--- src/rtl/acc_loop_pkg.sv ---
// Shared types and helpers for the multi-flit loopback tile: FSM state encodings,
// payload transform modes, header rewrite and payload transform functions.
package acc_loop_pkg;

    localparam int BW_P      = 32;
    localparam int XY_SZ_P   = 3;
    localparam int SRC_LSB_P = 18;
    localparam int ID_W_P    = 2 * XY_SZ_P;

    typedef enum logic [1:0] {
        IN_HDR  = 2'd0,
        IN_PLD  = 2'd1,
        IN_DROP = 2'd2,
        IN_WAIT = 2'd3
    } in_state_t;

    typedef enum logic [1:0] {
        OUT_IDLE = 2'd0,
        OUT_HDR  = 2'd1,
        OUT_PLD  = 2'd2
    } out_state_t;

    typedef enum logic [1:0] {
        MODE_LOOP  = 2'd0,
        MODE_INC   = 2'd1,
        MODE_INV   = 2'd2,
        MODE_LOOP3 = 2'd3
    } mode_t;

    // Reply goes back to the sender: old source becomes destination, our id becomes source.
    function automatic logic [BW_P-1:0] hdr_swap(input logic [BW_P-1:0] hdr,
                                                 input logic [ID_W_P-1:0] id);
        logic [BW_P-1:0] res;
        res = hdr;
        res[SRC_LSB_P +: ID_W_P] = id;
        res[ID_W_P-1:0]          = hdr[SRC_LSB_P +: ID_W_P];
        return res;
    endfunction

    function automatic logic [BW_P-1:0] xform(input logic [BW_P-1:0] data, input mode_t mode);
        logic [BW_P-1:0] res;
        case (mode)
            MODE_INC: res = data + 32'd1;
            MODE_INV: res = ~data;
            default:  res = data;
        endcase
        return res;
    endfunction

endpackage

--- src/rtl/acc_loop_pbuf.sv ---
// Payload store for one packet: register file with a synchronous write port
// and a combinational read port.
module acc_loop_pbuf #(
    parameter int BW    = 32,
    parameter int DEPTH = 16,
    parameter int AW    = $clog2(DEPTH)
) (
    input  logic          clk,
    input  logic          wr_en,
    input  logic [AW-1:0] wr_addr,
    input  logic [BW-1:0] wr_data,
    input  logic [AW-1:0] rd_addr,
    output logic [BW-1:0] rd_data
);

    logic [BW-1:0] mem_r [DEPTH];

    // Storage write; contents need no reset since len gates every read.
    always_ff @(posedge clk) begin
        if (wr_en) begin
            mem_r[wr_addr] <= wr_data;
        end
    end

    assign rd_data = mem_r[rd_addr];

endmodule

--- src/rtl/acc_loop_mf.sv ---
// Store-and-forward loopback tile: buffers one whole NoC packet, then returns it
// to its source with a rewritten header and a per-packet payload transform.
module acc_loop_mf
    import acc_loop_pkg::*;
#(
    parameter int BW      = BW_P,
    parameter int BWB     = BW / 8,
    parameter int XY_SZ   = XY_SZ_P,
    parameter int SRC_LSB = SRC_LSB_P,
    parameter int DEPTH   = 16,
    parameter int CNT_W   = 16
) (
    input  logic               clk_line,
    input  logic               clk_line_rst_low,
    input  logic [2*XY_SZ-1:0] HsrcId,
    input  logic [1:0]         cfg_mode,
    input  logic               stream_in_TVALID,
    input  logic [BW-1:0]      stream_in_TDATA,
    input  logic [BWB-1:0]     stream_in_TKEEP,
    input  logic               stream_in_TLAST,
    output logic               stream_in_TREADY,
    input  logic               stream_out_TREADY,
    output logic               stream_out_TVALID,
    output logic [BW-1:0]      stream_out_TDATA,
    output logic [BWB-1:0]     stream_out_TKEEP,
    output logic               stream_out_TLAST,
    output logic [CNT_W-1:0]   pkt_count,
    output logic [CNT_W-1:0]   drop_count
);

    localparam int AW    = $clog2(DEPTH);
    localparam int PTR_W = AW + 1;
    localparam logic [PTR_W-1:0] DEPTH_PTR = PTR_W'(DEPTH);

    in_state_t        in_state_r;
    out_state_t       out_state_r;
    mode_t            mode_r;
    logic             in_ready_r;
    logic [PTR_W-1:0] wr_ptr_r, len_r, rd_ptr_r, rd_next_s;
    logic [BW-1:0]    hdr_r, hdr_new_s, rd_data_s, pld_new_s;
    logic             out_valid_r, out_last_r;
    logic [BW-1:0]    out_data_r;
    logic [CNT_W-1:0] pkt_cnt_r, drop_cnt_r;
    logic             in_hs_s, out_hs_s, out_done_s, wr_en_s;
    logic             unused_keep;

    assign unused_keep = ^stream_in_TKEEP;
    assign in_hs_s     = stream_in_TVALID & in_ready_r;
    assign out_hs_s    = out_valid_r & stream_out_TREADY;
    assign out_done_s  = out_hs_s & out_last_r;
    assign wr_en_s     = in_hs_s && (in_state_r == IN_PLD) && (wr_ptr_r != DEPTH_PTR);

    if (BW == BW_P && XY_SZ == XY_SZ_P && SRC_LSB == SRC_LSB_P) begin : g_pkg_fn
        assign hdr_new_s = hdr_swap(hdr_r, HsrcId);
        assign pld_new_s = xform(rd_data_s, mode_r);
    end else begin : g_generic
        // Same rewrite and transform as the package helpers, for non-default geometry.
        always_comb begin
            hdr_new_s = hdr_r;
            hdr_new_s[SRC_LSB +: 2*XY_SZ] = HsrcId;
            hdr_new_s[2*XY_SZ-1:0]        = hdr_r[SRC_LSB +: 2*XY_SZ];
            case (mode_r)
                MODE_INC: pld_new_s = rd_data_s + BW'(1);
                MODE_INV: pld_new_s = ~rd_data_s;
                default:  pld_new_s = rd_data_s;
            endcase
        end
    end

    acc_loop_pbuf #(.BW(BW), .DEPTH(DEPTH), .AW(AW)) u_pbuf (
        .clk     (clk_line),
        .wr_en   (wr_en_s),
        .wr_addr (wr_ptr_r[AW-1:0]),
        .wr_data (stream_in_TDATA),
        .rd_addr (rd_next_s[AW-1:0]),
        .rd_data (rd_data_s)
    );

    // Index of the payload flit to present after the current output handshake.
    always_comb begin
        if (out_state_r == OUT_HDR) begin
            rd_next_s = '0;
        end else begin
            rd_next_s = rd_ptr_r + PTR_W'(1);
        end
    end

    // Input FSM: capture header and payload, drop oversize packets, hold off during output.
    always_ff @(posedge clk_line) begin
        if (!clk_line_rst_low) begin
            in_state_r <= IN_HDR;
            in_ready_r <= 1'b0;
            wr_ptr_r   <= '0;
            len_r      <= '0;
            hdr_r      <= '0;
            mode_r     <= MODE_LOOP;
            drop_cnt_r <= '0;
        end else begin
            case (in_state_r)
                IN_HDR: begin
                    in_ready_r <= 1'b1;
                    if (in_hs_s) begin
                        hdr_r    <= stream_in_TDATA;
                        mode_r   <= mode_t'(cfg_mode);
                        wr_ptr_r <= '0;
                        if (stream_in_TLAST) begin
                            len_r      <= '0;
                            in_state_r <= IN_WAIT;
                            in_ready_r <= 1'b0;
                        end else begin
                            in_state_r <= IN_PLD;
                        end
                    end
                end
                IN_PLD: begin
                    if (in_hs_s) begin
                        if (wr_ptr_r == DEPTH_PTR) begin
                            // Buffer already full: any further flit makes the packet oversize.
                            wr_ptr_r <= '0;
                            if (stream_in_TLAST) begin
                                if (drop_cnt_r != {CNT_W{1'b1}}) begin
                                    drop_cnt_r <= drop_cnt_r + CNT_W'(1);
                                end
                                in_state_r <= IN_HDR;
                            end else begin
                                in_state_r <= IN_DROP;
                            end
                        end else begin
                            wr_ptr_r <= wr_ptr_r + PTR_W'(1);
                            if (stream_in_TLAST) begin
                                len_r      <= wr_ptr_r + PTR_W'(1);
                                in_state_r <= IN_WAIT;
                                in_ready_r <= 1'b0;
                            end
                        end
                    end
                end
                IN_DROP: begin
                    if (in_hs_s && stream_in_TLAST) begin
                        if (drop_cnt_r != {CNT_W{1'b1}}) begin
                            drop_cnt_r <= drop_cnt_r + CNT_W'(1);
                        end
                        wr_ptr_r   <= '0;
                        in_state_r <= IN_HDR;
                    end
                end
                IN_WAIT: begin
                    if (out_done_s) begin
                        in_state_r <= IN_HDR;
                        in_ready_r <= 1'b1;
                    end
                end
                default: begin
                    in_state_r <= IN_HDR;
                    in_ready_r <= 1'b0;
                end
            endcase
        end
    end

    // Output FSM: replay header then transformed payload with registered flit outputs.
    always_ff @(posedge clk_line) begin
        if (!clk_line_rst_low) begin
            out_state_r <= OUT_IDLE;
            out_valid_r <= 1'b0;
            out_data_r  <= '0;
            out_last_r  <= 1'b0;
            rd_ptr_r    <= '0;
            pkt_cnt_r   <= '0;
        end else begin
            case (out_state_r)
                OUT_IDLE: begin
                    if (in_state_r == IN_WAIT) begin
                        out_state_r <= OUT_HDR;
                        out_valid_r <= 1'b1;
                        out_data_r  <= hdr_new_s;
                        out_last_r  <= (len_r == '0);
                    end
                end
                OUT_HDR, OUT_PLD: begin
                    if (out_hs_s) begin
                        if (out_last_r) begin
                            out_state_r <= OUT_IDLE;
                            out_valid_r <= 1'b0;
                            out_last_r  <= 1'b0;
                            pkt_cnt_r   <= pkt_cnt_r + CNT_W'(1);
                        end else begin
                            out_state_r <= OUT_PLD;
                            rd_ptr_r    <= rd_next_s;
                            out_data_r  <= pld_new_s;
                            out_last_r  <= ((rd_next_s + PTR_W'(1)) == len_r);
                        end
                    end
                end
                default: begin
                    out_state_r <= OUT_IDLE;
                    out_valid_r <= 1'b0;
                    out_last_r  <= 1'b0;
                end
            endcase
        end
    end

    assign stream_in_TREADY  = in_ready_r;
    assign stream_out_TVALID = out_valid_r;
    assign stream_out_TDATA  = out_data_r;
    assign stream_out_TLAST  = out_last_r;
    assign stream_out_TKEEP  = {BWB{1'b1}};
    assign pkt_count         = pkt_cnt_r;
    assign drop_count        = drop_cnt_r;

endmodule

--- config.mk ---
export PLATFORM = sky130hd
export DESIGN_NAME = acc_loop_mf
export DESIGN_NICKNAME = d
export VERILOG_FILES = /design/src/rtl/acc_loop_pkg.sv /design/src/rtl/acc_loop_pbuf.sv /design/src/rtl/acc_loop_mf.sv
export SDC_FILE = /design/constraint.sdc
export NUM_CORES = 1
export LEC_CHECK = 0
export BUFFER_PORTS_ARGS = -buffer_cell sky130_fd_sc_hd__buf_4
export CORE_MARGIN = 1.5
export CORE_UTILIZATION = 50
export DETAILED_ROUTE_END_ITERATION = 16
export PLACE_DENSITY = 0.7
export SYNTH_ARGS = -nofsm -noshare
export SYNTH_HDL_FRONTEND = slang
export SYNTH_HIERARCHICAL = 1
export SYNTH_SLANG_ARGS = --single-unit
--- constraint.sdc ---
create_clock -name clk_line -period 4.9 [get_ports clk_line]
set_input_delay 0.245 -clock clk_line [delete_from_list [all_inputs] [get_ports clk_line]]
set_output_delay 0.245 -clock clk_line [all_outputs]
set_load 0.01 [all_outputs]
==> results.cfg <==
[outcome]
status = completed

[yosys]
yosys_register_bits = 626
async_reset_ff_share_pct = 0
synth_cell_types = 71
synthCells = 1639
synth_warnings = 6
synth-seq-area-share_pct = 69.1
syn_avg_cell_area_um2 = 15.6
synth_area_um2 = 25600
synth_flop_cell = edfxtp_1
synth_enable_flop_cells = 512

[clock_tree]
cts_tree = built
clkSinkCount = 626
cts_resized = 0
clk_latency_ps = 590
clock_path_buffers = 3
cts.reportedPaths.clkPinSlew_ps = 60
cts_hold_buf = 36
cts_setup_buffers = 0
cts-buffers-inserted = 66
htree_levels = 3
root_buffer = clkbuf_16

[routing]
num_vias = 15600
wl_met3_um = 5310
vias_per_cell = 6.15
detail-route-antenna-nets = 0
drcViolationCount = 0
highest_layer = met4
wl_met2_um = 29100
routed_wl_um = 62500
met1Wirelength_um = 26000
wl_per_cell_um = 24.6
first_pass_iters = 5
drtIter0Drc = 1806

[grt]
antenna_found_initial = 1
grt_overflow = 0
grt_pass1_vias = 15400
grt_max_degree = 77
grt_pass1_wl_um = 94400
grt_use_total_pct = 24.0

[worst_setup_path]
cp-start-kind = flip-flop
cp-end-kind = flip-flop
cp-startpoint = rd_ptr_r[0]
critPathKind = flip-flop to flip-flop
reg2reg_from = rd_ptr_r[0]
cp.arrival_ps = 5050
worstPathMaxFanout = 13
crit_required_ps = 5350

[sta]
post-route-period-util_pct = 94.0
worst-slew-pin-transition_ps = 1180
final-setup-viol-count = 0
tns_ps = 0
fin_crit_ps = 4600
finClkSkew_ps = 27.2
drv_slew = 0
rsz0062_at_grt = false
max_freq_mhz = 217
hold_viol = 0
maxSlewHeadroom_pct = 21.2

[die]
dieWidth_um = 229
num_io_pins = 120
dieArea_um2 = 52500
core_um2 = 50300
rows = 82
start_util_pct = 50.8
die_y_um = 229

[flow_run]
maxCapViolCount = 0

[pwr]
p_leak_nw = 9.93
peakVddDrop_mv = 0.291
power_density_nw_per_um2 = 412

[placement]
gp_congestion = 0.872
dp_hpwl_um = 36800
port_buffers = 111
placed_cells = 2381

[finish]
final_cells = 2534
drive_gt1_share_pct = 23.1
nNetsFinal = 1874
area_growth_pct = 17.1

[hold_path]
hp-start = HsrcId[2]
min_path_type = input pin to flip-flop
## metrics by stage
stage	power (mW)	util (%)	worst slack [ps]	hold WS, ps	instance area (um2)
floorplan	7.08	-	132	344	25600
global placement	7.54	54.7	518	439	27500
detailed placement	7.57	54.7	395	445	27500
CTS	12.4	59.6	340	60.9	29900
global route	12.7	59.6	103	115	29900
finish	12.3	59.6	296	86.5	29900
## power breakdown
group          total (mW)  switching [mW]  leakage, nW  internal [mW]
clock                4.85            1.98         1.02           2.88
sequential           5.88          0.0668         5.52           5.81
combinational        1.61           0.895         3.39          0.719
## worst max-delay path, stage by stage (launching register included)
cell,delay [ps]
dfxtp_1,380
ha_1,270
xnor2_1,270
nor2_1,160
buf_4,180
nor2_4,460
buf_4,310
a22oi_1,120
nand2_1,200
nand3_2,180
or4_4,620
or3_1,520
or4_1,500
a21boi_1,200
o41ai_2,80
## routing by layer
| metal | vias to the layer above | track usage [%] |
|---|---|---|
| li1 | 6789 | - |
| met1 | 7944 | 33.9 |
| met2 | 722 | 37.8 |
| met3 | 135 | 4.16 |
| met4 | 0 | 8.74 |
| met5 | - | 0 |
## layout make-up
cell class / count / area (um2)
Tap cell: 672 / 841
Clock inverter: 27 / 234
Multi-Input combinational cell: 896 / 7520
Fill cell: 3803 / 20300
Sequential cell: 626 / 17700
Inverter: 17 / 65.1
Timing Repair Buffer: 206 / 1760
Antenna cell: 1 / 2.50
Clock buffer: 89 / 1860
## state kept, by name, indices dropped and copies added, names as in the netlist
| signal | flops |
|---|---|
| mode_r | 2 |
| drop_count | 16 |
| in_state_r | 2 |
| wr_ptr_r | 5 |
| u_pbuf/mem_r | 512 |
| stream_out_TVALID | 1 |
| rd_ptr_r | 5 |
| pkt_count | 16 |
| stream_out_TDATA | 32 |
| hdr_r | 26 |
| out_state_r | 2 |
| len_r | 5 |
| stream_out_TLAST | 1 |
| stream_in_TREADY | 1 |
## kinds of logic after synthesis
| group | synth area share, % |
|---|---|
| buffers and inverters | 2.19 |
| adder cells (fa/ha/maj) | 0.587 |
| AND/OR/NAND/NOR | 7.92 |
| AO/OA/AOI/OAI | 6.77 |
| flip-flops | 69.1 |
| multiplexers | 12.0 |
| XOR/XNOR | 1.44 |
| other | 0.0147 |
## cells in the mapped netlist (6+ instances only)
master    number  area (um2)
a21oi_1       74         370
a22oi_1       67         503
a31oi_1       15        93.8
and2_1         6        37.5
and3_1        13        81.3
buf_1         12        45.0
buf_2          9        45.0
buf_4         16         120
clkbuf_1      61         229
dfxtp_1      114        2280
edfxtp_1     512       15400
ha_1          12         150
inv_1         17        63.8
mux2i_1       14         140
mux4_2       128        2880
nand2_1      144         541
nand2b_1       7        43.8
nand3_1       44         220
nand3b_1       8        60.1
nand4_1       21         131
nor2_1       116         435
nor3_1        28         140
nor3b_1        7        52.6
nor4_1         6        37.5
o211ai_1      14         105
o21ai_0       39         195
or3_1          6        37.5
xnor2_1       15         131
xor2_1        27         236
## cells in the final DEF, fill, tap and decap left out, types with 6 or more instances in the layout
master           n
a21oi_1         73
a22oi_1         67
a31oi_1         15
and3_1          13
buf_12          10
buf_4          160
clkbuf_1        16
clkbuf_16       71
clkinv_1        10
clkinv_2        10
dfxtp_1        114
dlygate4sd3_1   36
edfxtp_1       512
ha_1            10
inv_1           16
mux2i_1         14
mux4_2         128
nand2_1        144
nand2b_1         7
nand3_1         44
nand3b_1         8
nand4_1         21
nor2_1         102
nor2_4          14
nor3_1          23
nor3b_1          7
nor4_1           6
o211ai_1        14
o21ai_0         39
or3_1            6
xnor2_1         15
xor2_1          27
## path summary, 6_finish.rpt
check / endpoint / slack (ps) / cells past startpoint
hold reg to reg: hdr_r[31] / 450 / 2
setup reg to reg: stream_out_TDATA[28] / 300 / 14
hold / removal: stream_out_TDATA[20] / 90 / 3
setup / recovery: stream_out_TDATA[28] / 300 / 14
Power figures use the tool's default switching activity.
